File: src/rtl/e_arbiter16_pkg.sv
// rtl/e_arbiter16_pkg.sv - shared constants, state encoding and search helper for e_arbiter16
// Purpose: package e_arb_pkg, imported by the arbiter, its interface and the bench.
// Contents: N_REQ/IDX_W sizes, IDLE/BUSY/GAP state codes, state enum, first-set helper.
package e_arb_pkg;

  localparam int N_REQ = 16;
  localparam int IDX_W = 4;

  localparam logic [1:0] IDLE = 2'd0;
  localparam logic [1:0] BUSY = 2'd1;
  localparam logic [1:0] GAP  = 2'd2;

  typedef enum logic [1:0] {
    ST_IDLE = IDLE,
    ST_BUSY = BUSY,
    ST_GAP  = GAP
  } state_e;

  // Lowest set bit of v; 0 when v is empty (callers only use it with v != 0).
  function automatic logic [IDX_W-1:0] first_set(input logic [N_REQ-1:0] v);
    logic [IDX_W-1:0] idx;
    idx = '0;
    for (int i = N_REQ - 1; i >= 0; i--) begin
      if (v[i]) idx = IDX_W'(i);
    end
    return idx;
  endfunction

endpackage

File: src/rtl/e_arbiter16_if.sv
// rtl/e_arbiter16_if.sv - request/grant bundle between requester agents and e_arbiter16
// Purpose: groups the arbiter handshake signals.
// Signals: req[15:0], done (requester side); grant[15:0], grant_idx[3:0], busy, timeout (arbiter side).
// Modports: master = requester side, slave = arbiter side.
interface e_arbiter16_if;
  import e_arb_pkg::*;

  logic [N_REQ-1:0] req;
  logic             done;
  logic [N_REQ-1:0] grant;
  logic [IDX_W-1:0] grant_idx;
  logic             busy;
  logic             timeout;

  modport master (
    output req, done,
    input  grant, grant_idx, busy, timeout
  );

  modport slave (
    input  req, done,
    output grant, grant_idx, busy, timeout
  );

endinterface

File: src/rtl/e_decoder4to16.sv
// rtl/e_decoder4to16.sv - 4-to-16 binary to one-hot decoder
// Purpose: combinational decode of a 4-bit index into a 16-bit one-hot vector.
// Ports: idx[3:0] in, onehot[15:0] out.
module e_decoder4to16 (
  input  logic [3:0]  idx,
  output logic [15:0] onehot
);

  always_comb begin
    onehot      = '0;
    onehot[idx] = 1'b1;
  end

endmodule

File: src/rtl/e_arbiter16.sv
// rtl/e_arbiter16.sv - 16-way round-robin arbiter with hold limit and registered one-hot grant
// Purpose: grants one of 16 requesters, holds until done/request drop/MAX_HOLD, then one dead cycle.
// Ports: clk, rst_n (async active-low), bus (e_arbiter16_if.slave: req, done in; grant, grant_idx, busy, timeout out).
module e_arbiter16
  import e_arb_pkg::*;
#(
  parameter int MAX_HOLD = 8
) (
  input  logic           clk,
  input  logic           rst_n,
  e_arbiter16_if.slave   bus
);

  localparam int                HCNT_W   = $clog2(MAX_HOLD + 1);
  localparam logic [HCNT_W-1:0] HOLD_LIM = HCNT_W'(MAX_HOLD);

  state_e            state_q, state_d;
  logic [IDX_W-1:0]  ptr_q, ptr_d;
  logic [HCNT_W-1:0] hcnt_q, hcnt_d;
  logic [IDX_W-1:0]  idx_q, idx_d;
  logic              busy_q, busy_d;
  logic              timeout_q, timeout_d;

  logic [N_REQ-1:0]  rotated;
  logic [IDX_W-1:0]  win_idx;
  logic              at_limit;
  logic              owner_req;
  logic              release_now;
  logic              forced;
  logic [N_REQ-1:0]  dec_onehot;

  // Rotate so that bit 0 is the requester at ptr; the 4-bit index sum wraps mod 16.
  always_comb begin
    rotated = '0;
    for (int i = 0; i < N_REQ; i++) begin
      rotated[i] = bus.req[ptr_q + IDX_W'(i)];
    end
  end

  assign win_idx = first_set(rotated) + ptr_q;

  assign at_limit    = (hcnt_q == HOLD_LIM);
  assign owner_req   = bus.req[idx_q];
  assign release_now = bus.done || !owner_req || at_limit;
  // Only a limit hit with the owner still requesting and not done is a forced release.
  assign forced      = at_limit && !bus.done && owner_req;

  always_comb begin
    state_d   = state_q;
    ptr_d     = ptr_q;
    hcnt_d    = hcnt_q;
    idx_d     = idx_q;
    busy_d    = busy_q;
    timeout_d = 1'b0;
    case (state_q)
      ST_IDLE: begin
        if (|bus.req) begin
          idx_d   = win_idx;
          hcnt_d  = HCNT_W'(1);
          busy_d  = 1'b1;
          state_d = ST_BUSY;
        end
      end
      ST_BUSY: begin
        if (release_now) begin
          ptr_d     = idx_q + IDX_W'(1);
          idx_d     = '0;
          hcnt_d    = '0;
          busy_d    = 1'b0;
          timeout_d = forced;
          state_d   = ST_GAP;
        end else begin
          hcnt_d = hcnt_q + HCNT_W'(1);
        end
      end
      ST_GAP: begin
        state_d = ST_IDLE;
      end
      default: begin
        idx_d   = '0;
        hcnt_d  = '0;
        busy_d  = 1'b0;
        state_d = ST_IDLE;
      end
    endcase
  end

  always_ff @(posedge clk or negedge rst_n) begin
    if (!rst_n) begin
      state_q   <= ST_IDLE;
      ptr_q     <= '0;
      hcnt_q    <= '0;
      idx_q     <= '0;
      busy_q    <= 1'b0;
      timeout_q <= 1'b0;
    end else begin
      state_q   <= state_d;
      ptr_q     <= ptr_d;
      hcnt_q    <= hcnt_d;
      idx_q     <= idx_d;
      busy_q    <= busy_d;
      timeout_q <= timeout_d;
    end
  end

  e_decoder4to16 u_dec (
    .idx    (idx_q),
    .onehot (dec_onehot)
  );

  // idx_q and busy_q are both flops, so the gated decode is glitch-free without another register.
  assign bus.grant     = dec_onehot & {N_REQ{busy_q}};
  assign bus.grant_idx = idx_q;
  assign bus.busy      = busy_q;
  assign bus.timeout   = timeout_q;

endmodule

File: src/flat_wrapper.sv
// flat-port wrapper written by rule: the top's interface ports become plain ports
module e_arbiter16_flat import e_arb_pkg::*;
#(
  parameter int MAX_HOLD = 8
)
  (clk, rst_n, bus_req, bus_done, bus_grant, bus_grant_idx, bus_busy, bus_timeout);
  e_arbiter16_if bus_i ();
  input  logic clk;
  input  logic rst_n;
  input wire logic [$bits(bus_i.req)-1:0] bus_req;
  input wire logic [$bits(bus_i.done)-1:0] bus_done;
  output wire logic [$bits(bus_i.grant)-1:0] bus_grant;
  output wire logic [$bits(bus_i.grant_idx)-1:0] bus_grant_idx;
  output wire logic [$bits(bus_i.busy)-1:0] bus_busy;
  output wire logic [$bits(bus_i.timeout)-1:0] bus_timeout;
  assign bus_i.req = bus_req;
  assign bus_i.done = bus_done;
  assign bus_grant = bus_i.grant;
  assign bus_grant_idx = bus_i.grant_idx;
  assign bus_busy = bus_i.busy;
  assign bus_timeout = bus_i.timeout;
  e_arbiter16 #(.MAX_HOLD(MAX_HOLD)) u_core (.clk(clk), .rst_n(rst_n), .bus(bus_i));
endmodule
File: config.mk
export PLATFORM = sky130hd
export DESIGN_NAME = e_arbiter16_flat
export DESIGN_NICKNAME = d
export VERILOG_FILES = /design/src/rtl/e_arbiter16_pkg.sv /design/src/rtl/e_arbiter16_if.sv /design/src/rtl/e_decoder4to16.sv /design/src/rtl/e_arbiter16.sv /design/src/flat_wrapper.sv
export SDC_FILE = /design/constraint.sdc
export NUM_CORES = 1
export LEC_CHECK = 0
export CAP_MARGIN = 20
export CORE_ASPECT_RATIO = 0.8
export CORE_MARGIN = 2
export CORE_UTILIZATION = 40
export CTS_CLUSTER_SIZE = 40
export DETAILED_ROUTE_END_ITERATION = 10
export GPL_TIMING_DRIVEN = 0
export PLACE_DENSITY = 0.73
export SYNTH_ARGS = -nofsm -noshare
export SYNTH_HDL_FRONTEND = slang
export SYNTH_HIERARCHICAL = 1
export SYNTH_SLANG_ARGS = --single-unit
File: constraint.sdc
create_clock -name clk -period 12.2 [get_ports clk]
set_input_delay 2.44 -clock clk [delete_from_list [all_inputs] [get_ports clk]]
set_output_delay 2.44 -clock clk [all_outputs]
set_load 0.01 [all_outputs]
# --- Word level (Yosys, flattened, before mapping) ---
# Cells that the tools add are included.
# Widths: inputs -> output; s select.
totals:
  reg_bits: 16
  inputBits: 19
  output_inout_bits: 22
  wordCells: 128
classes:
  n_addsub: 18
  magnitude_cmp: 18
  eq_ne: 5
  mux: 66
  n_bitwise: 2
  n_reduce_logical: 13
op_table:
  columns: ["operator", "count"]
  rows:
  - ["$lt 4x5->1 const B", 17]
  - ["$mux 4", 20]
  - ["$bmux 1 s4", 17]
  - ["$add 4x4->4 const B", 8]
  - ["$pmux 4 s3", 2]
  - ["$mux 1", 22]
  - ["$add 4x3->4 const B", 4]
  - ["$and 16x16->16", 1]
  - ["$reduce_or 16->1", 1]
  - ["$add 4x1->4 const B", 3]
  - ["$add 4x2->4 const B", 2]
  - ["$reduce_and 2->1", 3]
  - ["$add 4x4->4", 1]
  - ["$demux 1 s4", 1]
  - ["$eq 4x4->1 const B", 1]
  - ["$ge 4x1->1 const B", 1]
  - ["$mux 2", 2]
  - ["$ne 2x1->1 const B", 2]
  - ["$pmux 2 s2", 1]
  - ["$logic_and 1x1->1", 3]
  - ["$pmux 1 s3", 1]
  - ["$reduce_and 3->1", 1]
  - ["$eq 2x1->1 const B", 1]
  - ["$eq 2x2->1 const B", 1]
  - ["4 further kinds", 6]

# --- Logic depth before layout (Yosys ltp) ---
# Gate-level depths: netlist of the first run.
logic_depth:
  depth_word: 22
  depth_mapped: 19
  mapped_depth_nobuf: 15

# --- Hierarchy ---
# The synthesis of the first run kept the hierarchy.
by_module_without_submodules:
  columns: ["mod", "instances", "cells_per_inst", "area_each_um2", "seq_area_each_um2"]
  rows:
  - ["e_arbiter16", 1, 213, 2284.7, 400.4]
  - ["e_decoder4to16", 1, 20, 226.5, 0.0]

# --- Worst setup path before layout of the first run ---
# Ideal clock, no wire load.
synth_path:
  path_type: "input -> register"
  from: "input bus_req[7]"
  to: "register u_core.idx_q[3], in the netlist u_core/bus.grant_idx[3]"
  setup_time_ps: 124
  t_arrival_ps: 5030
  required_ps: 12076
  path_slack_ps: 7046
  cell_stages: 11
  path_buffers: 0
  path_cell_list: "mux4_2 > mux4_2 > nor3_1 > o311ai_0 > a311oi_1 > ha_1 > a21o_1 > a21oi_1 > xnor2_1 > xnor2_1 > o21ai_1"
synth_between:
  elab_chain_cells: 21
  word_cells_on_any_way: 60
  cone_classes: "add/sub (1); eq/ne (2); mux (52); reduce/logical (5)"
synth_lines:
  columns: ["element", "line_no", "source"]
  rows:
  - ["start, declared", "flat_wrapper.sv:10", "input wire logic [$bits(bus_i.req)-1:0] bus_req;"]
  - ["$bmux 1 s4", "e_arbiter16.sv:36", "rotated[i] = bus.req[ptr_q + IDX_W'(i)];"]
  - ["$mux 1 (implied by the code)", "e_arbiter16.sv:36", null]
  - ["$mux 4 (16 in a row)", "e_arbiter16_pkg.sv:24", "if (v[i]) idx = IDX_W'(i);"]
  - ["$add 4x4->4", "e_arbiter16.sv:40", "assign win_idx = first_set(rotated) + ptr_q;"]
  - ["$mux 4", "e_arbiter16.sv:57", "if (|bus.req) begin"]
  - ["$pmux 4 s3", "e_arbiter16.sv:55", "case (state_q)"]
  - ["end signal, assigned", "e_arbiter16.sv:100", "idx_q <= idx_d;"]
  - ["end, declared", "e_arbiter16.sv:20", "logic [IDX_W-1:0] idx_q, idx_d;"]
# Parallel ways exist; a longest one is shown, timed or not. The select of a mux whose other input is x is not followed.
# A chain may end at the register's enable or synchronous reset.

# --- Worst setup path after layout of the first run ---
layout_path:
  from: "input bus_req[3]"
  to: "register u_core.idx_q[3], in the netlist u_core/bus.grant_idx[3]"
# Same word-level chain as after synthesis.

==> results.md, run 1 <==
- Status: completed
- I/O Buffers: 40
- Placer congestion estimate: 0.9022
- Layout fillers: 513
- Fin cells: 358
- Layout cells sized above 1: 0.2202
- Clock Latency Late Sink: 250 ps
- Die width: 92.59 µm
- Detailed-route via count: 2185
- FF+latch count, synth: 16
- Area contributors post-synth: mux4_2 30%, dfrtp_1 16%, ha_1 6.5%
- Clk_skew: 1.917 ps
- DR WL/cell: 18.17 µm
- First-pass GRT wire length: 10.59 mm
- Row Count: 25
- GR Overflow Total: 0
- Final worst path period share: 0.4846
- CTS Buf Count: 3
- Static Leak: 1.203 nW
- DR pass1 iterations: 4
- DR vias/cell: 6.103
- Final WS setup: 6288 ps
- Synth Cell Area: 2511 µm²
- Placed Area: 3013 µm²
- Clock Pin Slew Worst Setup and Hold Paths: 60 ps
- Max clock buf depth: 2
- Antenna diodes: 0
- Ys flop type: dfrtp_1
- Vias in the first global route: 2061
- Post-synth ARST share: 1.000
- Syn_nets: 266
- CP required: 12340 ps
- Synth Instances: 233
- DRT iter0 DRCs: 151
- Number of max-cap violations: 0
- Synth top area share: 0.2960
- Core area: 5974 µm²
- Postcts setup bufs: 0
- Synthesis Warnings: 6
- Sum of negative setup slack: 0 ps
- ANT nets after route: 0
- Unrepaired setup endpoints after global routing: no
- Die Span Y: 74.87 µm
- Utilization after layout: 0.5135
- Post-synth EDFFs: 0
- Fin crit period: 5912 ps
- Cell Count Post-Placement: 354
- # setup viols final: 0
- Initial core utilization: 0.4203
- Startpoint types: input port
- Die area: 6932 µm²
- Avg Cell Area, Syn: 10.78 µm²
- Hold-fix buffers, CTS: 0
- Crit-path cells: clkdlybuf4s50_1 > mux4_2 > mux2_2 > mux2i_1 > nor2b_1 > o311ai_0 > a311oi_1 > ha_1 > a21o_1 > a21oi_1 > xnor2_1 > xnor2_1 > o21ai_1
- Count of cell types in the netlist: 44
- Initial antenna violation count: 0
- Cts repair resizes: 0
- Clk root buf: clkbuf_8
- Fmax: 0.1691 GHz
- Worst VDD drop: 0.1460 mV
- Total track usage: 0.1938
- Total clock sinks: 16
- Design area: 3068 µm²
- Hpwl dp: 5.013 mm
- WL final: 6.504 mm
- Crit-path max cell delay: 550 ps
- Most instantiated cells after synthesis: 33 x mux4_2, 16 x and2_1, 16 x dfrtp_1
- Endpoints failing hold: 0
- Kind of critical path: input port to flop
- Top-count cell post-synth: mux4_2
- Worst endpoint data arrival time: 6050 ps
- Slowest-stage cell, CP: clkdlybuf4s50_1
- Dpl ws: 6080 ps
- Area growth, synth to finish: 22.17%
- CTS tree: built
- Share of the yosys chip area belonging to registers: 0.1594
- Nets: 311
- Largest net degree at the start of global routing: 17
- DRC: 0
- Boundary Pins: 41
- Worst Max-Slew Pin Slew: 711.9 ps
- Post-synth top area cell: mux4_2
- Pwr/cell area: 294.7 nW/µm²
- Max Slew Vio Count: 0
- Worst path most repeated cell: xnor2_1
- H-tree depth: 1
- Worst slew margin: 0.5239
- Crit-path max FO: 7
- CP Capture Type: flop
- Tightest Hold Check Type: flop to flop
## metal layers
| metal | part of all wire | track usage | vias up |
|---|---|---|---|
| met5 | 0 | 0 | - |
| met2 | 0.47 | 0.3090 | 88 |
| met3 | 0.066 | 0.02903 | 5 |
| met4 | 0.0052 | 0.02322 | 0 |
| met1 | 0.46 | 0.2915 | 1101 |
| li1 | - | - | 991 |
## critical path: cells and delay by family
family	cells	cell delay, ps
mux	3	1130
compound gates	5	1080
buf+inv	1	550
fa+ha+maj	1	330
xor+xnor	2	310
simple gates	1	220
## metrics by stage
step	power, mW	hold slack [ps]
3_3_place_gp	0.8227	524.9
6_report	0.9042	552.4
4_1_cts	0.8973	552.6
5_1_grt	0.9767	588.5
2_1_floorplan	0.6730	497.0
3_5_place_dp	0.8448	542.4
## sequential cells by signal, summed over array words and instances, names as in the netlist
name / flops
u_core/bus.grant_idx: 4
u_core/hcnt_q: 4
u_core/ptr_q: 4
u_core/state_q: 2
u_core/bus.busy: 1
u_core/bus.timeout: 1
## cell type report
class / instances / area [µm²] / area share
timing repair buffer: 40 / 400.4 / 0.1305
clock buffer: 4 / 55.05 / 0.01794
multi-input combinational: 190 / 1987 / 0.6476
tap: 81 / 101.3 / 0.03303
sequential: 16 / 400.4 / 0.1305
buffer: 17 / 86.33 / 0.02814
inverter: 10 / 37.54 / 0.01223
## cell usage in the layout, fill, tap and decap left out, types with 10 or more instances in the layout
cell             netlist  final
dfrtp_1               16     16
a21oi_1               10     10
and2_1                16     16
mux2i_1               13     13
clkdlybuf4s50_1        0     40
mux4_2                33     33
ha_1                  13     13
nand2_1               12     12
nor2_1                13     13
inv_1                 10     10
## path summary, 6_finish.rpt
| kind | start | to | slack, ps | cells past startpoint |
|---|---|---|---|---|
| setup / recovery | bus_req[3] | u_core/bus.grant_idx[3] | 6290 | 13 |
| hold / removal | u_core/hcnt_q[3] | u_core/hcnt_q[3] | 550 | 1 |
| setup reg to reg | u_core/ptr_q[0] | u_core/bus.grant_idx[3] | 7070 | 18 |
| hold reg to reg | u_core/hcnt_q[3] | u_core/hcnt_q[3] | 550 | 1 |
| max in group asynchronous | rst_n | u_core/bus.grant_idx[0] | 9140 | 1 |
| min in group asynchronous | rst_n | u_core/hcnt_q[3] | 2610 | 1 |
## where the power goes
part / switching [mW] / leakage [nW] / internal [mW]
Clock: 0.0187 / 0.0288 / 0.0287
Combinational: 0.391 / 0.971 / 0.360
Sequential: 0.0332 / 0.203 / 0.0731
Total: 0.443 / 1.20 / 0.461
## cells by family after synthesis
family | share of synthesized area
flops | 0.1594
compound gates | 0.08372
mux | 0.3657
fa+ha+maj | 0.07275
simple gates | 0.2202
buf+inv | 0.04933
xor+xnor | 0.04883
No activity file was read; power rests on OpenSTA's default activity.
==> inputs of run 2 (changes only) <==
- clock period: 12.2 -> 5.85 ns (I/O delays scaled with it)
==> results of run 2 <==
The final DEF is identical to that of run 1. Status: completed.
Among the figures that moved: setup slack after placement 6080 ps -> 761.4 ps; setup slack after layout 6288 ps -> 722.1 ps; start point of the critical path bus_req[3] -> u_core/ptr_q[0]; register-to-register setup slack 7070 ps -> 720 ps; total power 0.9042 mW -> 1.886 mW; worst IR drop on VDD 0.1460 mV -> 0.3044 mV
==> inputs of run 3 (changes only) <==
- RECOVER_POWER: not set -> 50
==> results.md, run 3 (synthesized netlist as in run 1, its figures left out) <==
- Static Leak: 1.215 nW
- Row Count: 25
- CP Capture Type: flop
- DR pass1 iterations: 4
- DRC: 0
- Sum of negative setup slack: 0 ps
- CTS Buf Count: 3
- Layout fillers: 515
- Max clock buf depth: 2
- I/O Buffers: 40
- Fmax: 0.1959 GHz
- Vias in the first global route: 2061
- Crit-path max FO: 10
- Clock Latency Late Sink: 250 ps
- Fin crit period: 5104 ps
- DR WL/cell: 18.09 µm
- Clock Pin Slew Worst Setup and Hold Paths: 60 ps
- Commonest non-fill, non-tap cell in the layout: mux4_2
- DRT iter0 DRCs: 144
- Nets: 311
- CTS tree: built
- Unrepaired setup endpoints after global routing: no
- Total clock sinks: 16
- Die width: 92.59 µm
- Area growth, synth to finish: 22.02%
- Startpoint types: flop
- Layout cells sized above 1: 0.2166
- Tot Pwr: 1.877 mW
- Clk_skew: 1.485 ps
- Postcts setup bufs: 0
- Hpwl dp: 5.013 mm
- Worst Max-Slew Pin Slew: 728.0 ps
- Placer congestion estimate: 0.9022
- Total track usage: 0.1938
- WL final: 6.476 mm
- Die area: 6932 µm²
- Worst endpoint data arrival time: 5240 ps
- # setup viols final: 0
- Initial antenna violation count: 0
- Kind of critical path: flop to flop
- Final worst path period share: 0.8725
- Detailed-route via count: 2170
- Commonest cells after routing, fill and taps aside: 33 x mux4_2, 31 x clkdlybuf4s50_1, 16 x dfrtp_1
- First-pass GRT wire length: 10.59 mm
- Cts repair resizes: 0
- Worst slew margin: 0.5131
- Pwr/cell area: 612.6 nW/µm²
- Die Span Y: 74.87 µm
- Max Slew Vio Count: 0
- Core area: 5974 µm²
- Boundary Pins: 41
- Antenna diodes: 0
- Endpoints failing hold: 0
- GR Overflow Total: 0
- Initial core utilization: 0.4203
- Worst VDD drop: 0.3040 mV
- Number of max-cap violations: 0
- Largest net degree at the start of global routing: 17
- H-tree depth: 1
- Hold-fix buffers, CTS: 0
- Clk root buf: clkbuf_8
- ANT nets after route: 0
- CP required: 5990 ps
- DR vias/cell: 6.061
- Tightest Hold Check Type: flop to flop
- Status: completed
==> run 3: layout make-up <==
class / count / area, µm² / area share
tap: 81 / 101.3 / 0.03307
timing repair buffer: 40 / 400.4 / 0.1307
sequential: 16 / 400.4 / 0.1307
buffer: 17 / 82.58 / 0.02695
inverter: 10 / 37.54 / 0.01225
clock buffer: 4 / 55.05 / 0.01797
multi-input combinational: 190 / 1987 / 0.6484
==> run 3: worst paths after layout <==
kind / cells after the start / slack, ps / from / end
hold / removal: 1 / 560 / u_core/hcnt_q[3] / u_core/hcnt_q[3]
setup reg to reg: 18 / 750 / u_core/ptr_q[0] / u_core/bus.grant_idx[3]
max in group asynchronous: 1 / 3980 / rst_n / u_core/bus.grant_idx[0]
setup / recovery: 18 / 750 / u_core/ptr_q[0] / u_core/bus.grant_idx[3]
min in group asynchronous: 1 / 1420 / rst_n / u_core/ptr_q[3]
hold reg to reg: 1 / 560 / u_core/hcnt_q[3] / u_core/hcnt_q[3]
==> run 3: stage by stage <==
step | setup slack [ps] | cell area, µm² | utilization | hold slack (ps) | instances
floorplan | 1399 | 2511 | - | 497.0 | 233
CTS | 742.7 | 3068 | 0.5135 | 552.6 | 358
global route | 328.1 | 3064 | 0.5129 | 588.5 | 358
global placement | 913.8 | 3013 | 0.5043 | 524.9 | 354
finish | 745.7 | 3064 | 0.5129 | 565.0 | 358
detailed placement | 761.4 | 3013 | 0.5043 | 542.4 | 354
==> run 3: layer usage <==
metal,up-vias,GRT usage,routed length (µm)
met1,1082,0.2915,3005
li1,991,-,-
met2,92,0.3090,2995
met3,5,0.02903,440
met5,-,0,0
met4,0,0.02322,34
==> run 3: where the power goes <==
group / internal, mW / switching (mW) / leakage (nW)
registers: 0.152 / 0.0682 / 0.203
clock network: 0.0598 / 0.0392 / 0.0288
logic: 0.742 / 0.816 / 0.982
total: 0.954 / 0.923 / 1.21
==> run 3: critical path, stage by stage, from the launching register on <==
cell	delay [ps]
dfrtp_1	390
buf_2	220
buf_2	300
buf_2	310
inv_1	100
ha_1	280
clkbuf_1	410
mux4_2	600
mux2i_1	240
mux2i_1	210
nor2b_1	190
o311ai_0	160
a311oi_1	510
ha_1	330
a21o_1	160
a21oi_1	170
xnor2_1	150
xnor2_1	160
o21ai_1	80
